### config.mk
export PLATFORM = sky130hd
export DESIGN_NAME = cla_pipe_adder_flat
export DESIGN_NICKNAME = d
export VERILOG_FILES = /design/src/rtl/cla_pipe_adder_pkg.sv /design/src/rtl/cla_pipe_adder_if.sv /design/src/rtl/cla_pipe_adder_seg.sv /design/src/rtl/cla_pipe_adder.sv /design/src/flat_wrapper.sv
export SDC_FILE = /design/constraint.sdc
export NUM_CORES = 1
export LEC_CHECK = 0
export BUFFER_PORTS_ARGS = -buffer_cell sky130_fd_sc_hd__buf_2
export CAP_MARGIN = 5
export CORE_MARGIN = 2
export CORE_UTILIZATION = 30
export DETAILED_ROUTE_END_ITERATION = 7
export RECOVER_POWER = 100
export SYNTH_ARGS = -nofsm -noshare
export SYNTH_HDL_FRONTEND = slang
export SYNTH_SLANG_ARGS = --single-unit
export TNS_END_PERCENT = 100
### constraint.sdc
create_clock -name clk -period 4.8 [get_ports clk]
set_input_delay 0.48 -clock clk [delete_from_list [all_inputs] [get_ports clk]]
set_output_delay 0.48 -clock clk [all_outputs]
set_load 0.05 [all_outputs]
### src/rtl/cla_pipe_adder_pkg.sv
// Shared definitions for the pipelined carry-lookahead add/subtract unit.
package cla_pkg;

    // Mode encoding for the sub input.
    localparam logic ADD = 1'b0;
    localparam logic SUB = 1'b1;

    // Number of pipeline stages; 0 flags an unusable parameter set.
    function automatic int cla_nseg(input int width, input int seg);
        return (seg > 0) ? (width / seg) : 0;
    endfunction

endpackage

### src/rtl/cla_pipe_adder_if.sv
// Operand/result bus of the pipelined adder.
//
// Handshake: a beat moves across an edge exactly when valid & ready are both
// high in the cycle before it. in_ready never depends on in_valid, and a
// presented result (out_valid=1) keeps sum/cout/ovf stable until out_ready.
interface cla_pipe_adder_if #(
    parameter int WIDTH = 32
);
    logic             in_valid;
    logic             in_ready;
    logic [WIDTH-1:0] a;
    logic [WIDTH-1:0] b;
    logic             cin;
    logic             sub;
    logic             out_valid;
    logic             out_ready;
    logic [WIDTH-1:0] sum;
    logic             cout;
    logic             ovf;

    modport master (
        output in_valid, a, b, cin, sub, out_ready,
        input  in_ready, out_valid, sum, cout, ovf
    );

    modport slave (
        input  in_valid, a, b, cin, sub, out_ready,
        output in_ready, out_valid, sum, cout, ovf
    );
endinterface

### src/rtl/cla_pipe_adder_seg.sv
// Combinational SEG-bit carry-lookahead slice. c_msb is the carry into the
// slice MSB, which the top slice needs for signed overflow.
module cla_seg #(
    parameter int SEG = 8
) (
    input  logic [SEG-1:0] a,
    input  logic [SEG-1:0] b,
    input  logic           cin,
    output logic [SEG-1:0] sum,
    output logic           cout,
    output logic           c_msb
);
    logic [SEG-1:0] g;
    logic [SEG-1:0] p;
    logic [SEG:0]   c;

    assign g = a & b;
    assign p = a ^ b;

    // Each carry is expanded directly from g/p/cin (no ripple through c).
    always_comb begin
        logic gg;
        logic pp;
        c    = '0;
        c[0] = cin;
        gg   = 1'b0;
        pp   = 1'b1;
        for (int i = 0; i < SEG; i++) begin
            gg = 1'b0;
            pp = 1'b1;
            for (int j = i; j >= 0; j--) begin
                gg = gg | (pp & g[j]);
                pp = pp & p[j];
            end
            c[i+1] = gg | (pp & cin);
        end
    end

    assign sum   = p ^ c[SEG-1:0];
    assign cout  = c[SEG];
    assign c_msb = c[SEG-1];
endmodule

### src/rtl/cla_pipe_adder.sv
// Pipelined add/subtract: stage k resolves slice k, carries into stage k+1,
// skews the still-unused upper operand bits forward and accumulates the
// finished lower sum bits so the result leaves aligned after NSEG stages.
module cla_pipe_adder
    import cla_pkg::*;
#(
    parameter int WIDTH = 32,
    parameter int SEG   = 8
) (
    input logic             clk,
    input logic             rst_n,
    cla_pipe_adder_if.slave bus
);
    localparam int NSEG = cla_nseg(WIDTH, SEG);

    if (SEG < 1 || NSEG < 1 || NSEG * SEG != WIDTH) begin : g_bad_params
        $error("cla_pipe_adder: WIDTH must be a non-zero multiple of SEG");
    end

    logic             adv;
    logic [WIDTH-1:0] b_eff;
    logic             c0;

    // One enable for the whole pipe: move unless a result is being held.
    assign adv          = ~bus.out_valid | bus.out_ready;
    assign bus.in_ready = adv;

    // Subtraction is a + ~b + 1; cin only matters for addition.
    assign b_eff = (bus.sub == SUB) ? ~bus.b : bus.b;
    assign c0    = (bus.sub == SUB) ? 1'b1 : bus.cin;

    for (genvar k = 0; k < NSEG; k++) begin : g_stage
        localparam int UP = (NSEG - 1 - k) * SEG;  // operand bits above slice k
        localparam int LO = k * SEG;               // sum bits already resolved

        logic [UP+SEG-1:0] a_rem;
        logic [UP+SEG-1:0] b_rem;
        logic              v_in;
        logic              c_in;
        logic [SEG-1:0]    seg_sum;
        logic              seg_cout;
        logic              seg_cmsb;
        logic              v_q;
        logic              c_q;
        logic [LO+SEG-1:0] s_q;

        if (k == 0) begin : g_in
            assign a_rem = bus.a;
            assign b_rem = b_eff;
            assign v_in  = bus.in_valid;
            assign c_in  = c0;
        end else begin : g_in
            assign a_rem = g_stage[k-1].g_skew.a_q;
            assign b_rem = g_stage[k-1].g_skew.b_q;
            assign v_in  = g_stage[k-1].v_q;
            assign c_in  = g_stage[k-1].c_q;
        end

        cla_seg #(.SEG(SEG)) u_seg (
            .a     (a_rem[SEG-1:0]),
            .b     (b_rem[SEG-1:0]),
            .cin   (c_in),
            .sum   (seg_sum),
            .cout  (seg_cout),
            .c_msb (seg_cmsb)
        );

        // Stage valid bit and the carry handed to the next slice.
        always_ff @(posedge clk or negedge rst_n) begin
            if (!rst_n) begin
                v_q <= 1'b0;
                c_q <= 1'b0;
            end else if (adv) begin
                v_q <= v_in;
                c_q <= seg_cout;
            end
        end

        if (k == 0) begin : g_sum
            // Deskew: first resolved slice.
            always_ff @(posedge clk or negedge rst_n) begin
                if (!rst_n) s_q <= '0;
                else if (adv) s_q <= seg_sum;
            end
        end else begin : g_sum
            // Deskew: append this slice above the slices already resolved.
            always_ff @(posedge clk or negedge rst_n) begin
                if (!rst_n) s_q <= '0;
                else if (adv) s_q <= {seg_sum, g_stage[k-1].s_q};
            end
        end

        if (UP > 0) begin : g_skew
            logic [UP-1:0] a_q;
            logic [UP-1:0] b_q;
            // Skew: carry the untouched upper operand bits to the next stage.
            always_ff @(posedge clk or negedge rst_n) begin
                if (!rst_n) begin
                    a_q <= '0;
                    b_q <= '0;
                end else if (adv) begin
                    a_q <= a_rem[UP+SEG-1:SEG];
                    b_q <= b_rem[UP+SEG-1:SEG];
                end
            end
        end

        if (k == NSEG - 1) begin : g_ovf
            logic o_q;
            // Signed overflow from the carries into and out of the word MSB.
            always_ff @(posedge clk or negedge rst_n) begin
                if (!rst_n) o_q <= 1'b0;
                else if (adv) o_q <= seg_cout ^ seg_cmsb;
            end
        end else begin : g_no_ovf
            // Only the top slice's MSB carry has a meaning for overflow.
            logic cmsb_unused;
            assign cmsb_unused = seg_cmsb;
        end
    end

    assign bus.out_valid = g_stage[NSEG-1].v_q;
    assign bus.sum       = g_stage[NSEG-1].s_q;
    assign bus.cout      = g_stage[NSEG-1].c_q;
    assign bus.ovf       = g_stage[NSEG-1].g_ovf.o_q;
endmodule

### src/flat_wrapper.sv
// flat-port wrapper written by rule: the top's interface ports become plain ports
module cla_pipe_adder_flat import cla_pkg::*;
#(
    parameter int WIDTH = 32,
    parameter int SEG   = 8
)
  (clk, rst_n, bus_in_valid, bus_a, bus_b, bus_cin, bus_sub, bus_out_ready, bus_in_ready, bus_out_valid, bus_sum, bus_cout, bus_ovf);
  cla_pipe_adder_if #(.WIDTH(WIDTH)) bus_i ();
  input logic clk;
  input logic rst_n;
  input wire logic [$bits(bus_i.in_valid)-1:0] bus_in_valid;
  input wire logic [$bits(bus_i.a)-1:0] bus_a;
  input wire logic [$bits(bus_i.b)-1:0] bus_b;
  input wire logic [$bits(bus_i.cin)-1:0] bus_cin;
  input wire logic [$bits(bus_i.sub)-1:0] bus_sub;
  input wire logic [$bits(bus_i.out_ready)-1:0] bus_out_ready;
  output wire logic [$bits(bus_i.in_ready)-1:0] bus_in_ready;
  output wire logic [$bits(bus_i.out_valid)-1:0] bus_out_valid;
  output wire logic [$bits(bus_i.sum)-1:0] bus_sum;
  output wire logic [$bits(bus_i.cout)-1:0] bus_cout;
  output wire logic [$bits(bus_i.ovf)-1:0] bus_ovf;
  assign bus_i.in_valid = bus_in_valid;
  assign bus_i.a = bus_a;
  assign bus_i.b = bus_b;
  assign bus_i.cin = bus_cin;
  assign bus_i.sub = bus_sub;
  assign bus_i.out_ready = bus_out_ready;
  assign bus_in_ready = bus_i.in_ready;
  assign bus_out_valid = bus_i.out_valid;
  assign bus_sum = bus_i.sum;
  assign bus_cout = bus_i.cout;
  assign bus_ovf = bus_i.ovf;
  cla_pipe_adder #(.WIDTH(WIDTH), .SEG(SEG)) u_core (.clk(clk), .rst_n(rst_n), .bus(bus_i));
endmodule
# Word-level counts from Yosys, hierarchy flattened
# Index checks and enable logic that the tools add are counted.
# Widths: inputs -> output; s select.
[totals]
regBits = 185
input_bits = 70
output_inout_bits = 36
elab_cells = 437
[classes]
muxes = 2
bitwise = 416
[ops]
columns = ["operator", "count"]
rows = [
  ["$and 1x1->1", 256],
  ["$or 1x1->1", 145],
  ["$xor 8x8->8", 8],
  ["$and 8x8->8", 4],
  ["$mux 32", 1],
  ["$not 32->32", 1],
  ["$mux 1", 1],
  ["$not 1->1", 1],
  ["$xor 1x1->1", 1],
]

# Longest topological paths before layout
# Gate-level depths: netlist of run 1.
[logic_depth]
depth_word = 12
ltp_mapped = 9
mapped_depth_nobuf = 7

# By module
# Synthesis of run 1 repeated with hierarchy kept, for this count alone.
[hier_totals]
cells_unflattened = 594
hier_area_um2 = 9115.0
[by_module_without_submodules]
columns = ["module", "n_inst", "cells_each", "area_per_inst_um2", "seq_area_each_um2"]
rows = [
  ["cla_pipe_adder", 1, 430, 7758.7, 4629.4],
  ["cla_seg", 4, 41, 339.1, 0.0],
]

# Least setup slack after synthesis of run 1
# OpenSTA, ideal clock, no wires.
[synth_path]
path_kind = "input -> register"
startpoint = "input port bus_sub"
endpoint = "register u_core.g_stage[0].s_q[6]"
setup_ps = 69
arrival_time_ps = 2275
required_time_ps = 4731
slack_ps = 2456
path_stages = 9
path_buffers = 2
cell_sequence = "buf_4 -> buf_2 -> xor2_1 -> ha_1 -> o21ai_0 -> a22oi_2 -> a31oi_1 -> or4b_1 -> nand3_1"
[synth_via]
elab_chain_cells = 10
elab_cells_between_ends = 22
cone_classes = "mux (2); bitwise (20)"
[synth_lines]
columns = ["element", "line", "rtl"]
rows = [
  ["start, declared", "flat_wrapper.sv:15", "input wire logic [$bits(bus_i.sub)-1:0] bus_sub;"],
  ["$mux 32", "cla_pipe_adder.sv:29", "assign b_eff = (bus.sub == SUB) ? ~bus.b : bus.b;"],
  ["$xor 8x8->8 / $and 8x8->8 (equally long branches)", "cla_pipe_adder_seg.sv:18, cla_pipe_adder_seg.sv:17", ""],
  ["$and 1x1->1, on equally long branches", "cla_pipe_adder_seg.sv:32, cla_pipe_adder_seg.sv:33", ""],
  ["$or 1x1->1 (tied with other cells) (4 in series)", "cla_pipe_adder_seg.sv:32", "gg = gg | (pp & g[j]);"],
  ["$or 1x1->1 / $and 1x1->1 (equally long branches)", "cla_pipe_adder_seg.sv:32, cla_pipe_adder_seg.sv:35", ""],
  ["$or 1x1->1", "cla_pipe_adder_seg.sv:35", "c[i+1] = gg | (pp & cin);"],
  ["$xor 8x8->8 (*)", "cla_pipe_adder_seg.sv:39", "assign sum = p ^ c[SEG-1:0];"],
  ["end signal, assigned", "cla_pipe_adder.sv:83", "else if (adv) s_q <= seg_sum;"],
  ["end, declared", "cla_pipe_adder.sv:45", "logic [LO+SEG-1:0] s_q;"],
]
# Every way passes the cells marked *; elsewhere a longest branch is shown, timed or not.
# A chain may end at the register's enable or synchronous reset.

# Worst setup path in the final report of run 1
# Ends and elaborated chain as after synthesis.

==> results summary, run 1 <==
STA puts the critical path data required time at 5170 ps. The biggest fanout along the worst timing path is 21. The final hold violation count came out at 0. The global-route usage over all layers is 0.1273. Of all cell types, the one taking the most synthesized area is dfrtp_1.

The worst reg-to-reg path cell count is 4. The initialized floorplan defines 61 standard-cell rows. The via count is 5,996. The final antenna-violating net count came out at 0. The number of flip-flops and latches in the synthesized netlist came out at 185. The time the worst path needs with I/O delays and setup is 3280 ps. The largest clock skew in the final design is 13.57 ps. The most used flip-flop cell after synthesis is dfrtp_1.

The timing endpoint of the critical path is u_core.g_stage[0].s_q[6]$_DFFE_PN0P_. The register area share after synthesis is 0.5518. Summing all multi-input logic gate instances after layout gives 3477 sq um. The TritonCTS clock tree is yes. The sink count of the clock tree came out at 185. The worst hold path begins at bus_a[18]. The total count of max-transition violations in the final report was 231.

The number of distinct standard cells referenced by the synthesized netlist came out at 47. The count of mapped cells out of synthesis is 914. The final wirelength is 17.42 mm. The kind of start point of the critical path is a primary input. The final reports fail on capacitance limit, slew limit. The post-route clock period utilization is 0.6833. By count the netlist is led by 399 x nand2_1, 185 x dfrtp_1, 42 x o21ai_0, 34 x ha_1, 33 x a21oi_1. IR analysis of the VDD net gives a maximum drop of 281.2 uV. Dividing the synthesized area by the synthesized cell count gives 9.179 sq um. The number of global-route vias before repair came out at 5,905.

The worst setup path is of the primary input to flip-flop kind. The number of buffers created by CTS is 17. The congestion estimate from routability-driven global placement came to 0.7570. The share of the synthesized area in the top cell type is 0.5518. The finished layout cell area is 9739 sq um.

The number of gates resized after CTS came out at 0. The actual slew at the worst max-slew pin came out at 2943 ps. The maximum number of pins on one net before global-route repair came out at 202. 0 antenna diodes ended up in the layout.

In this run, synthesis inferred 0 flip-flops with an integrated enable. Detailed placement ended at an HPWL of 11.00 mm. After detailed placement, the total cell area comes to 9260 sq um.

Among all cell types in the netlist, the one instantiated most often is nand2_1. The worst relative slew slack came out at -0.9619. The startpoint identified for the worst register-to-register timing path is u_core.bus.out_valid$_DFFE_PN0P_. Setup repair after global routing left no endpoint under its margin. The sum of negative setup slack is 0 ps. The detailed-route vias per instance came out at 4.320. STA puts the critical path data arrival time at 3650 ps. Static timing analysis puts the maximum clock frequency at 0.3049 GHz. The core area is 27,630 sq um. The global-route wire length before repair came out at 29.51 mm. The source of the critical timing path is bus_sub. The floorplan die height is 171.2 um. The mean routed wirelength per cell is 12.55 um.

The area added between synthesis and finish came out at 16.09%. The post-synthesis net count is 1,022. The buffer depth of the longest clock path is 2. Sorting the synthesized cells by area gives the leading types as dfrtp_1 55%, nand2_1 18%, ha_1 5.1%, xnor2_1 3.1%, xor2_1 2.6%. The total die area came out at 29,320 sq um.

The class of the tightest hold or removal check is primary input to flip-flop. The number of search-and-repair iterations in the first detailed-routing pass is 4. The leakage component of the power came out at 4.812 nW. The number of buffers inserted by post-CTS setup repair is 0. The run finished, with violations left. The area used by sequential logic in the layout is 4629 sq um. STA classifies the critical path endpoint as a flip-flop. The register clock-pin slew on the reported worst setup and hold paths came out at 80 ps. The share of layout cells above drive strength 1 came out at 0.1059. The quantity of hold-fixing buffers added after cts came out at 0. The number of violations of the max-capacitance limit came out at 3. In this run the critical register-to-register path is captured at u_core.g_stage[2].g_skew.b_q[0]$_DFFE_PN0P_. Buffers placed on the I/O ports in this run total 105. The H-tree generated during clock tree synthesis spans 4 levels. The total overflow left after global routing is 0. The initial utilization of the core area, before any placement, comes to 0.3036. After detailed routing, the number of remaining DRC violations is 0. The total power per unit cell area is 693.2 nW/um^2.

In this run the cell area of the synthesized design comes to 8389 sq um. The count of placed standard cells including taps is 1,357. The number of placed I/O pins is 106. For this run, the number of Yosys warnings is 0.

The fraction of synthesis flops using an asynchronous set or reset pin came out at 1.000. The flop-to-flop setup slack came out at 1780 ps. CTS placed an instance of clkbuf_16 at the clock tree root. The number of DRC markers after the initial detailed-route iteration came out at 339. Once layout is complete, the cells apart from fillers number 1,388. The chip width came out at 171.2 um.

The final setup violation count is 0. The count of filler cells inserted in the layout is 2,946. The initial antenna violation count is 0. The insertion delay to the later sink of the worst-skew pair is 440 ps. The final net count came out at 1,106.
==> cells in the final DEF (no fill, tap or decap), types with 2 or more instances in the layout <==
| cell type | count |
|---|---|
| nand4b_1 | 3 |
| nand3_1 | 5 |
| a21oi_1 | 34 |
| inv_6 | 6 |
| nor3_1 | 7 |
| or4b_1 | 3 |
| dfrtp_1 | 185 |
| o21ai_0 | 43 |
| fa_1 | 4 |
| nand2_1 | 399 |
| clkbuf_1 | 37 |
| inv_1 | 18 |
| o211ai_1 | 4 |
| inv_8 | 3 |
| mux2i_1 | 2 |
| buf_2 | 67 |
| buf_4 | 2 |
| nor4b_1 | 2 |
| a31oi_1 | 4 |
| xnor2_1 | 30 |
| nor2_1 | 29 |
| clkbuf_2 | 3 |
| xor2_1 | 25 |
| a21o_1 | 5 |
| a21boi_0 | 2 |
| nand3b_1 | 2 |
| nor3b_1 | 4 |
| clkbuf_16 | 17 |
| clkinv_4 | 4 |
| a211oi_1 | 5 |
| ha_1 | 34 |
| nand2b_1 | 4 |
==> critical path: stages <==
cell      delay [ps]
clkbuf_1        1130
xor2_1           230
ha_1             350
o21ai_0          110
a22oi_1          530
a31oi_1          230
or4b_1           500
nand3_1           80
==> layout make-up <==
type	instances	share of cell area
inverter	19	0.007837
tap	378	0.04856
sequential	185	0.4753
clock buffer	17	0.04368
timing repair buffer	110	0.05383
multi-input combinational	665	0.3570
clock inverter	14	0.01375
==> logic make-up (layout without fill, tap and decap cells) <==
logic type / count (synthesis) / after routing / synth area share
compound gates: 106 / 106 / 0.07457
fa+ha+maj: 38 / 38 / 0.06025
buf+inv: 64 / 160 / 0.03221
flops: 185 / 185 / 0.5518
simple gates: 463 / 463 / 0.2200
xor+xnor: 55 / 55 / 0.05742
mux: 3 / 3 / 0.003729
==> through the flow <==
step	hold slack, ps	util	setup slack [ps]	power (mW)
after CTS	204.0	0.3554	2250	6.919
after global routing	219.4	0.3525	1066	7.348
after floorplan	184.4	-	2456	4.811
final	229.7	0.3525	1520	6.751
after global placement	443.9	0.3352	1826	5.436
after detailed placement	451.3	0.3352	1769	5.501
==> worst min-delay path by stage <==
stage | slack [ps] | end | depth (start not counted)
final | 230 | u_core.g_stage[0].g_skew.a_q[10]$_DFFE_PN0P_ | 3
after global routing | 220 | u_core.g_stage[0].g_skew.a_q[10]$_DFFE_PN0P_ | 3
after detailed placement | 450 | u_core.bus.sum[3]$_DFFE_PN0P_ | 2
after floorplan | 180 | u_core.bus.cout$_DFFE_PN0P_ | 0
after CTS | 200 | u_core.g_stage[0].g_skew.a_q[10]$_DFFE_PN0P_ | 3
after global placement | 440 | u_core.g_stage[2].v_q$_DFFE_PN0P_ | 2
==> registers in the layout (all words and copies together), names as in the netlist, 3 cells and up <==
signal and flops:
u_core.bus.sum 32, u_core.g_stage.c_q 3, u_core.g_stage.g_skew.a_q 48, u_core.g_stage.g_skew.b_q 48
u_core.g_stage.s_q 48, u_core.g_stage.v_q 3
==> power breakdown <==
group          switching, mW  leakage (nW)  internal (mW)  total [mW]
registers              0.357          2.22           2.26        2.62
clock network          0.684         0.278          0.686        1.37
logic                   1.84          2.31          0.924        2.76
==> routing by layer <==
metal / routed length, um / GRT usage
met1: 8881 / 0.1740
met3: 574 / 0.02945
met5: 0 / 0
met2: 7668 / 0.1992
met4: 296 / 0.04274
Power figures use the tool's default switching activity.
==> run 2: changes to the inputs <==
- clock period: 4.8 -> 2.6 ns (I/O delays scaled with it)
==> run 2 against run 1 <==
The run still ends with capacitance limit, slew limit left; core utilization up 0.39 points; clock-buffer cell count increased by 3; register-to-register slack lost 1400 ps; combinational power grew 87%; largest power group unchanged.
==> results summary, run 2 (same netlist as run 1, synthesis figures left out) <==
The run finished, with violations left. The checks that failed: capacitance limit, slew limit. The total power per unit cell area is 1270 nW/um^2 (+83%). The number of levels in the clock H-tree came out at 4 (unchanged). The final hold violation count came out at 0 (unchanged). The number of port buffers is 105 (unchanged). The endpoint of the worst register-to-register path is u_core.bus.cout$_DFFE_PN0P_. The total die area came out at 29,320 sq um (unchanged). The maximum number of pins on one net before global-route repair is 128 (-37%).

The final net count is 1,114 (+0.72%). The insertion delay to the later sink of the worst-skew pair came to 430 ps (about the same). The share of layout cells above drive strength 1 is 0.1099 (+0.003971).

The worst reg-to-reg path cell count is 6 (+2). The most frequent standard cell in the layout excluding fill and tap cells is nand2_1. The top cell types in the final layout, fill and taps aside, are 399 x nand2_1, 185 x dfrtp_1, 67 x buf_2, 43 x o21ai_0, 37 x clkbuf_1. The actual slew at the worst max-slew pin was 1672 ps (-1271 ps). The floorplan die height came out at 171.2 um (unchanged). The biggest fanout along the worst timing path was 5 (-76%).

The maximum vdd ir drop came out at 509.8 uV (+81%). The sink count of the clock tree came out at 185 (unchanged). The global-route wire length before repair is 29.92 mm (+1.4%). The routability-driven placement congestion ratio came out at 0.7997 (+5.6%). The placed wire-length estimate is 11.76 mm (+6.9%). The post-route clock period utilization came out at 0.8623. The flop-to-flop setup slack is 360 ps (-1420 ps). The number of placement rows is 61 (unchanged). The number of inserted diodes was 0 (unchanged). The required time of the critical path is 2880 ps (-2290 ps). The chip width came to 171.2 um (unchanged). In the final layout, the registers with the most flip-flops are u_core.g_stage.g_skew.a_q: 48 flops, u_core.g_stage.g_skew.b_q: 48 flops, u_core.g_stage.s_q: 48 flops.

The number of buffers created by CTS came out at 17 (unchanged). The starting density of the core came out at 0.3036 (unchanged). Setup repair after global routing left no endpoint under its margin. The final wirelength came out at 17.88 mm (+2.6%). The number of search-and-repair iterations in the first detailed-routing pass is 4 (unchanged). The data arrival time of the critical path is 2520 ps (-1130 ps). The core area is 27,630 sq um (unchanged). In this run the worst setup path begins at u_core.g_stage[2].g_skew.b_q[0]$_DFFE_PN0P_. The mean routed wirelength per cell came to 12.80 um (+2.0%). The timing endpoint of the critical path is u_core.bus.cout$_DFFE_PN0P_. The cell at the root of the clock tree is clkbuf_16. The initial antenna violation count is 0 (unchanged). The worst relative slew slack was -0.1145 (+0.8474). The time the worst path needs with I/O delays and setup is 2242 ps. Relative to the synthesized area, the layout overhead comes to 17.36%. The finished layout cell area is 9846 sq um (+1.1%). TritonCTS built the clock tree. The final setup violation count is 0 (unchanged).

The number of placed I/O pins is 106 (unchanged). The leakage component of the power is 4.855 nW (+0.89%). The worst hold path belongs to the class primary input to flip-flop. The highest achievable clock rate is 0.4460 GHz. The sum of negative setup slack is 0 ps (unchanged).

The global-route usage over all layers is 0.1288 (+0.001485). The number of DRC violations after detailed routing is 0 (unchanged). The total count of max-transition violations in the final report came to 63 (-73%). The final antenna-violating net count came to 0 (unchanged). The cell area after placement is 9328 sq um (+0.73%). The detailed-route vias per instance was 4.382 (+1.4%). The worst register-to-register path begins at u_core.g_stage[2].g_skew.b_q[0]$_DFFE_PN0P_. The number of violations of the max-capacitance limit is 1 (-2). The critical path class is flip-flop to flip-flop. The via count came to 6,121 (+2.1%). The global route total overflow came out at 0 (unchanged).

The number of DRC markers after the initial detailed-route iteration was 307 (-9.4%). STA classifies the critical path startpoint as a flip-flop. STA classifies the critical path endpoint as a flip-flop. The number of buffers inserted by post-CTS setup repair came out at 0 (unchanged). The largest clock skew in the final design was 10.15 ps (-3.419 ps). The number of global-route vias before repair came out at 6,054 (+2.5%).

The register clock-pin slew on the reported worst setup and hold paths came out at 70 ps (about the same). The buffer depth of the longest clock path came to 2 (unchanged).
-- run 2: changes by cell type in the layout (fill, tap and decap cells not counted), sizes merged --
| cell | previous run | this run |
|---|---|---|
| clkinvlp | 0 | 1 |
| inv | 27 | 25 |
| clkbuf | 57 | 59 |
| buf | 70 | 75 |
| dlygate4sd3 | 0 | 4 |
| clkinv | 6 | 5 |
-- run 2: repair_timing --
item | CTS | global route
endpoints found under the hold margin | 63 | 0
hold buffers | 4 | 0
resized for setup | 0 | 0
-- run 2: worst min path at each step --
| stage | cells past startpoint | from | end | slack [ps] |
|---|---|---|---|---|
| after floorplan | 0 | rst_n | u_core.bus.cout$_DFFE_PN0P_ | -40 |
| after global placement | 1 | rst_n | u_core.g_stage[0].v_q$_DFFE_PN0P_ | 300 |
| after detailed placement | 1 | rst_n | u_core.g_stage[0].v_q$_DFFE_PN0P_ | 300 |
| after CTS | 3 | bus_a[16] | u_core.g_stage[0].g_skew.a_q[8]$_DFFE_PN0P_ | 3 |
| after global routing | 3 | bus_a[19] | u_core.g_stage[0].g_skew.a_q[11]$_DFFE_PN0P_ | 20 |
| final | 3 | bus_a[16] | u_core.g_stage[0].g_skew.a_q[8]$_DFFE_PN0P_ | 20 |
-- run 2: worst max-delay path, stage by stage, from the launching register on --
cell	delay [ps]
dfrtp_1	380
ha_1	290
a21oi_1	230
o211ai_1	230
a41o_1	380
a2111oi_0	500
a211oi_1	90
-- run 2: where the power goes --
part | internal [mW] | total, mW | switching, mW | leakage [nW]
clock network | 1.31 | 2.51 | 1.20 | 0.274
logic | 1.73 | 5.16 | 3.44 | 2.36
registers | 4.18 | 4.83 | 0.658 | 2.22
total | 7.21 | 12.5 | 5.30 | 4.85
-- run 2: through the flow --
stage	hold WS (ps)	utilization	setup slack [ps]	power [mW]	instances
3_3_place_gp	301.5	0.3376	410.5	10.06	1361
3_5_place_dp	304.5	0.3376	348.5	10.24	1361
6_report	22.46	0.3564	358.1	12.51	1397
4_1_cts	2.731	0.3594	458.4	12.82	1397
2_1_floorplan	-35.59	-	475.6	8.882	914
5_1_grt	20.69	0.3564	158.8	13.60	1397
-- run 2: layout make-up --
cell class | count | area, sq um
Tap cell | 378 | 473.0
Sequential cell | 185 | 4629
Fill cell | 2938 | 17780
Timing Repair Buffer | 118 | 626.9
Inverter | 19 | 76.32
Multi-Input combinational cell | 665 | 3477
Clock buffer | 20 | 456.7
Clock inverter | 12 | 106.4
-- run 2: layer usage --
layer,wire length [um],up-vias,GRT usage
li1,-,3113,-
met1,8708,2892,0.1682
met2,8262,98,0.2104
met3,589,18,0.02991
met4,318,0,0.04422
met5,0,-,0
==> run 3: changes to the inputs <==
- CORE_MARGIN: 2 -> default
==> run 3 against run 2 <==
The run now ends clean; global-route usage increased by 0.47 points; sequential share of layout area is 0.25 points higher; worst setup slack improved by 40 ps; flip-flop and latch count is the same; core utilization rose by 0.40 points; combinational power is 1% lower; first-iteration DRC count fell by 7.2%; routed wire length down 1.8%; sequential power about the same; power is 0.33% lower; critical path depth down 3.
==> results summary, run 3 (same netlist as run 1, synthesis figures left out) <==
The biggest fanout along the worst timing path is 72 (+67). The flow ran to the end, and the final reports show no timing, DRC or antenna violations. The detailed-route vias per instance came out at 4.328 (-1.2%). The power share of the combinational group was 0.409 (-0.004). The worst setup path is captured at a primary output. The post-route clock period utilization came out at 0.8470 (-0.01525).

The power spent charging and discharging nets is 5.165 mW (-2.5%). The number of violations of the max-capacitance limit came out at 0 (-1). The share of layout cells above drive strength 1 came out at 0.1073 (-0.002628). Setup repair after global routing left no endpoint under its margin. The via count came to 6,007 (-1.9%). In the layout the commonest cells are 399 x nand2_1, 185 x dfrtp_1, 68 x buf_2, 42 x o21ai_0, 41 x clkbuf_1. The starting density of the core is 0.3087 (+0.005061).

The worst relative slew slack was 0.2831 (+0.3976). The sink count of the clock tree is 185 (unchanged). The worst hold path belongs to the class primary input to flip-flop. The data arrival time of the critical path is 1940 ps (-580 ps). In the final layout, the registers with the most flip-flops are u_core.g_stage.g_skew.a_q: 48 flops, u_core.g_stage.g_skew.b_q: 48 flops, u_core.g_stage.s_q: 48 flops. The final setup violation count is 0 (unchanged). The number of global-route vias before repair came to 5,983 (-1.2%). The placed wire-length estimate came out at 11.72 mm (-0.34%). The cell internal power dissipation was 7.301 mW (+1.3%). The area added between synthesis and finish is 16.73%. The most frequent standard cell in the layout excluding fill and tap cells is nand2_1.

The final net count came out at 1,112 (-0.18%). The final hold violation count came out at 0 (unchanged). The number of inserted diodes is 0 (unchanged). The final wirelength is 17.56 mm (-1.8%). The TritonCTS clock tree is yes. The worst hold-check slack came out at 22.57 ps (+0.1034 ps).

The share of power burned in registers is 0.390 (+0.004). The global-route usage over all layers came out at 0.1335 (+0.004701). The switching portion of total power is 0.4143 (-0.009414). The register clock-pin slew on the reported worst setup and hold paths came to 70 ps (about the same). The count of filler cells inserted in the layout was 2,895 (-1.5%). The global-route wire length before repair is 30.34 mm (+1.4%). The layer flagged by global routing as most heavily used is met2. The clock share of power was 0.202 (about the same).

The maximum number of pins on one net before global-route repair came out at 163 (+27%). The total count of max-transition violations in the final report came out at 0 (-100%). The mean routed wirelength per cell is 12.65 um (-1.1%). The critical path class is flip-flop to primary output.

The number of placed I/O pins was 106 (unchanged). The insertion delay to the later sink of the worst-skew pair is 420 ps (about the same). The global-route met2 utilization is 0.2158 (+0.005402). The number of port buffers is 105 (unchanged). The floorplan die height was 169.2 um (-1.2%).

The number of buffers created by CTS is 17 (unchanged). The buffer depth of the longest clock path is 2 (unchanged). The actual slew at the worst max-slew pin is 1075 ps (-596.5 ps). The number of DRC markers after the initial detailed-route iteration is 285 (-7.2%). The total die area came to 28,640 sq um (-2.3%). The worst setup path is launched from a flip-flop. The initial antenna violation count is 1 (+1). The number of buffers inserted by post-CTS setup repair came out at 0 (unchanged).

The required time of the critical path came out at 2340 ps (-540 ps). The number of search-and-repair iterations in the first detailed-routing pass is 4 (unchanged). In this run the clock root is driven by a clkbuf_16. The global route total overflow was 0 (unchanged). The overall power consumption is 12.47 mW (-0.33%). The met1 routing resource usage after global routing is 0.1797 (+0.01157). The number of DRC violations after detailed routing is 0 (unchanged). The chip width is 169.2 um (-1.2%). The highest achievable clock rate is 0.4541 GHz (+1.8%). The number of placement rows came out at 60 (-1.6%). The largest clock skew in the final design is 9.450 ps (-0.6995 ps). The routability-driven placement congestion ratio was 0.7632 (-4.6%). The time the worst path needs with I/O delays and setup is 2202 ps (-39.64 ps). The sum of negative setup slack came out at 0 ps (unchanged). The met3 routing resource usage after global routing was 0.02612 (-0.003793).

The final antenna-violating net count came out at 0 (unchanged). The core area is 27,180 sq um (-1.6%). The leakage component of the power came out at 4.829 nW (-0.52%). The number of levels in the clock H-tree is 4 (unchanged). The total power per unit cell area is 1273 nW/um^2 (+0.20%). The maximum vdd ir drop came out at 610.9 uV (+20%).
==> run 3: routing by layer <==
layer | part of all wire | wire length [um] | vias up
li1 | - | - | 3105
met1 | 0.49 | 8663 | 2808
met2 | 0.46 | 8143 | 76
met3 | 0.029 | 518 | 16
met4 | 0.013 | 224 | 2
met5 | 0.00074 | 13 | -
==> run 3: critical path: stages, from the launching register on <==
cell and delay, ps:
dfrtp_1 370, nor2b_1 200, inv_6 410, clkbuf_1 520
==> run 3: power groups by stage <==
| stage | combinational (mW) | sequential (mW) | clock (mW) |
|---|---|---|---|
| 2_1_floorplan | 3.18 | 5.70 | 0 |
| 3_3_place_gp | 5.18 | 4.88 | 0 |
| 3_5_place_dp | 5.28 | 4.92 | 0 |
| 4_1_cts | 5.31 | 4.87 | 2.62 |
| 5_1_grt | 5.82 | 5.03 | 2.73 |
| 6_report | 5.09 | 4.86 | 2.51 |
==> run 3: worst paths after layout <==
path                                                             start  slack, ps                                            to  cells after the start
max                                   u_core.bus.out_valid$_DFFE_PN0P_        400                                  bus_in_ready                      3
min                                                          bus_a[21]         20  u_core.g_stage[0].g_skew.a_q[13]$_DFFE_PN0P_                      3
max reg2reg                u_core.g_stage[2].g_skew.b_q[0]$_DFFE_PN0P_        440                   u_core.bus.cout$_DFFE_PN0P_                      6
min reg2reg                          u_core.g_stage[2].v_q$_DFFE_PN0P_        460              u_core.bus.out_valid$_DFFE_PN0P_                      1
max in group asynchronous                                        rst_n        650         u_core.g_stage[2].s_q[15]$_DFFE_PN0P_                      3
min in group asynchronous                                        rst_n        430             u_core.g_stage[0].v_q$_DFFE_PN0P_                      2
==> run 3: what timing repair did <==
action | CTS | global route
setup endpoints to repair | 0 | 0
endpoints found under the hold margin | 77 | 0
hold buffers | 1 | 0
resized for setup | 0 | 0
==> run 3: area by class of cell <==
type	instances	area, sq um	share of cell area
multi-input combinational	665	3481	0.3554
tap	372	465.4	0.04753
inverter	19	76.32	0.007794
clock inverter	7	67.56	0.006899
timing repair buffer	116	581.8	0.05941
clock buffer	24	491.7	0.05021
sequential	185	4629	0.4727
==> run 3: metrics by stage <==
stage / cells / setup slack (ps) / util / area [sq um]
3_3_place_gp: 1356 / 266.5 / 0.3432 / 9328
6_report: 1388 / 397.7 / 0.3604 / 9793
5_1_grt: 1388 / 153.7 / 0.3604 / 9793
2_1_floorplan: 914 / 475.6 / - / 8389
3_5_place_dp: 1356 / 282.5 / 0.3432 / 9328
4_1_cts: 1388 / 491.5 / 0.3642 / 9897
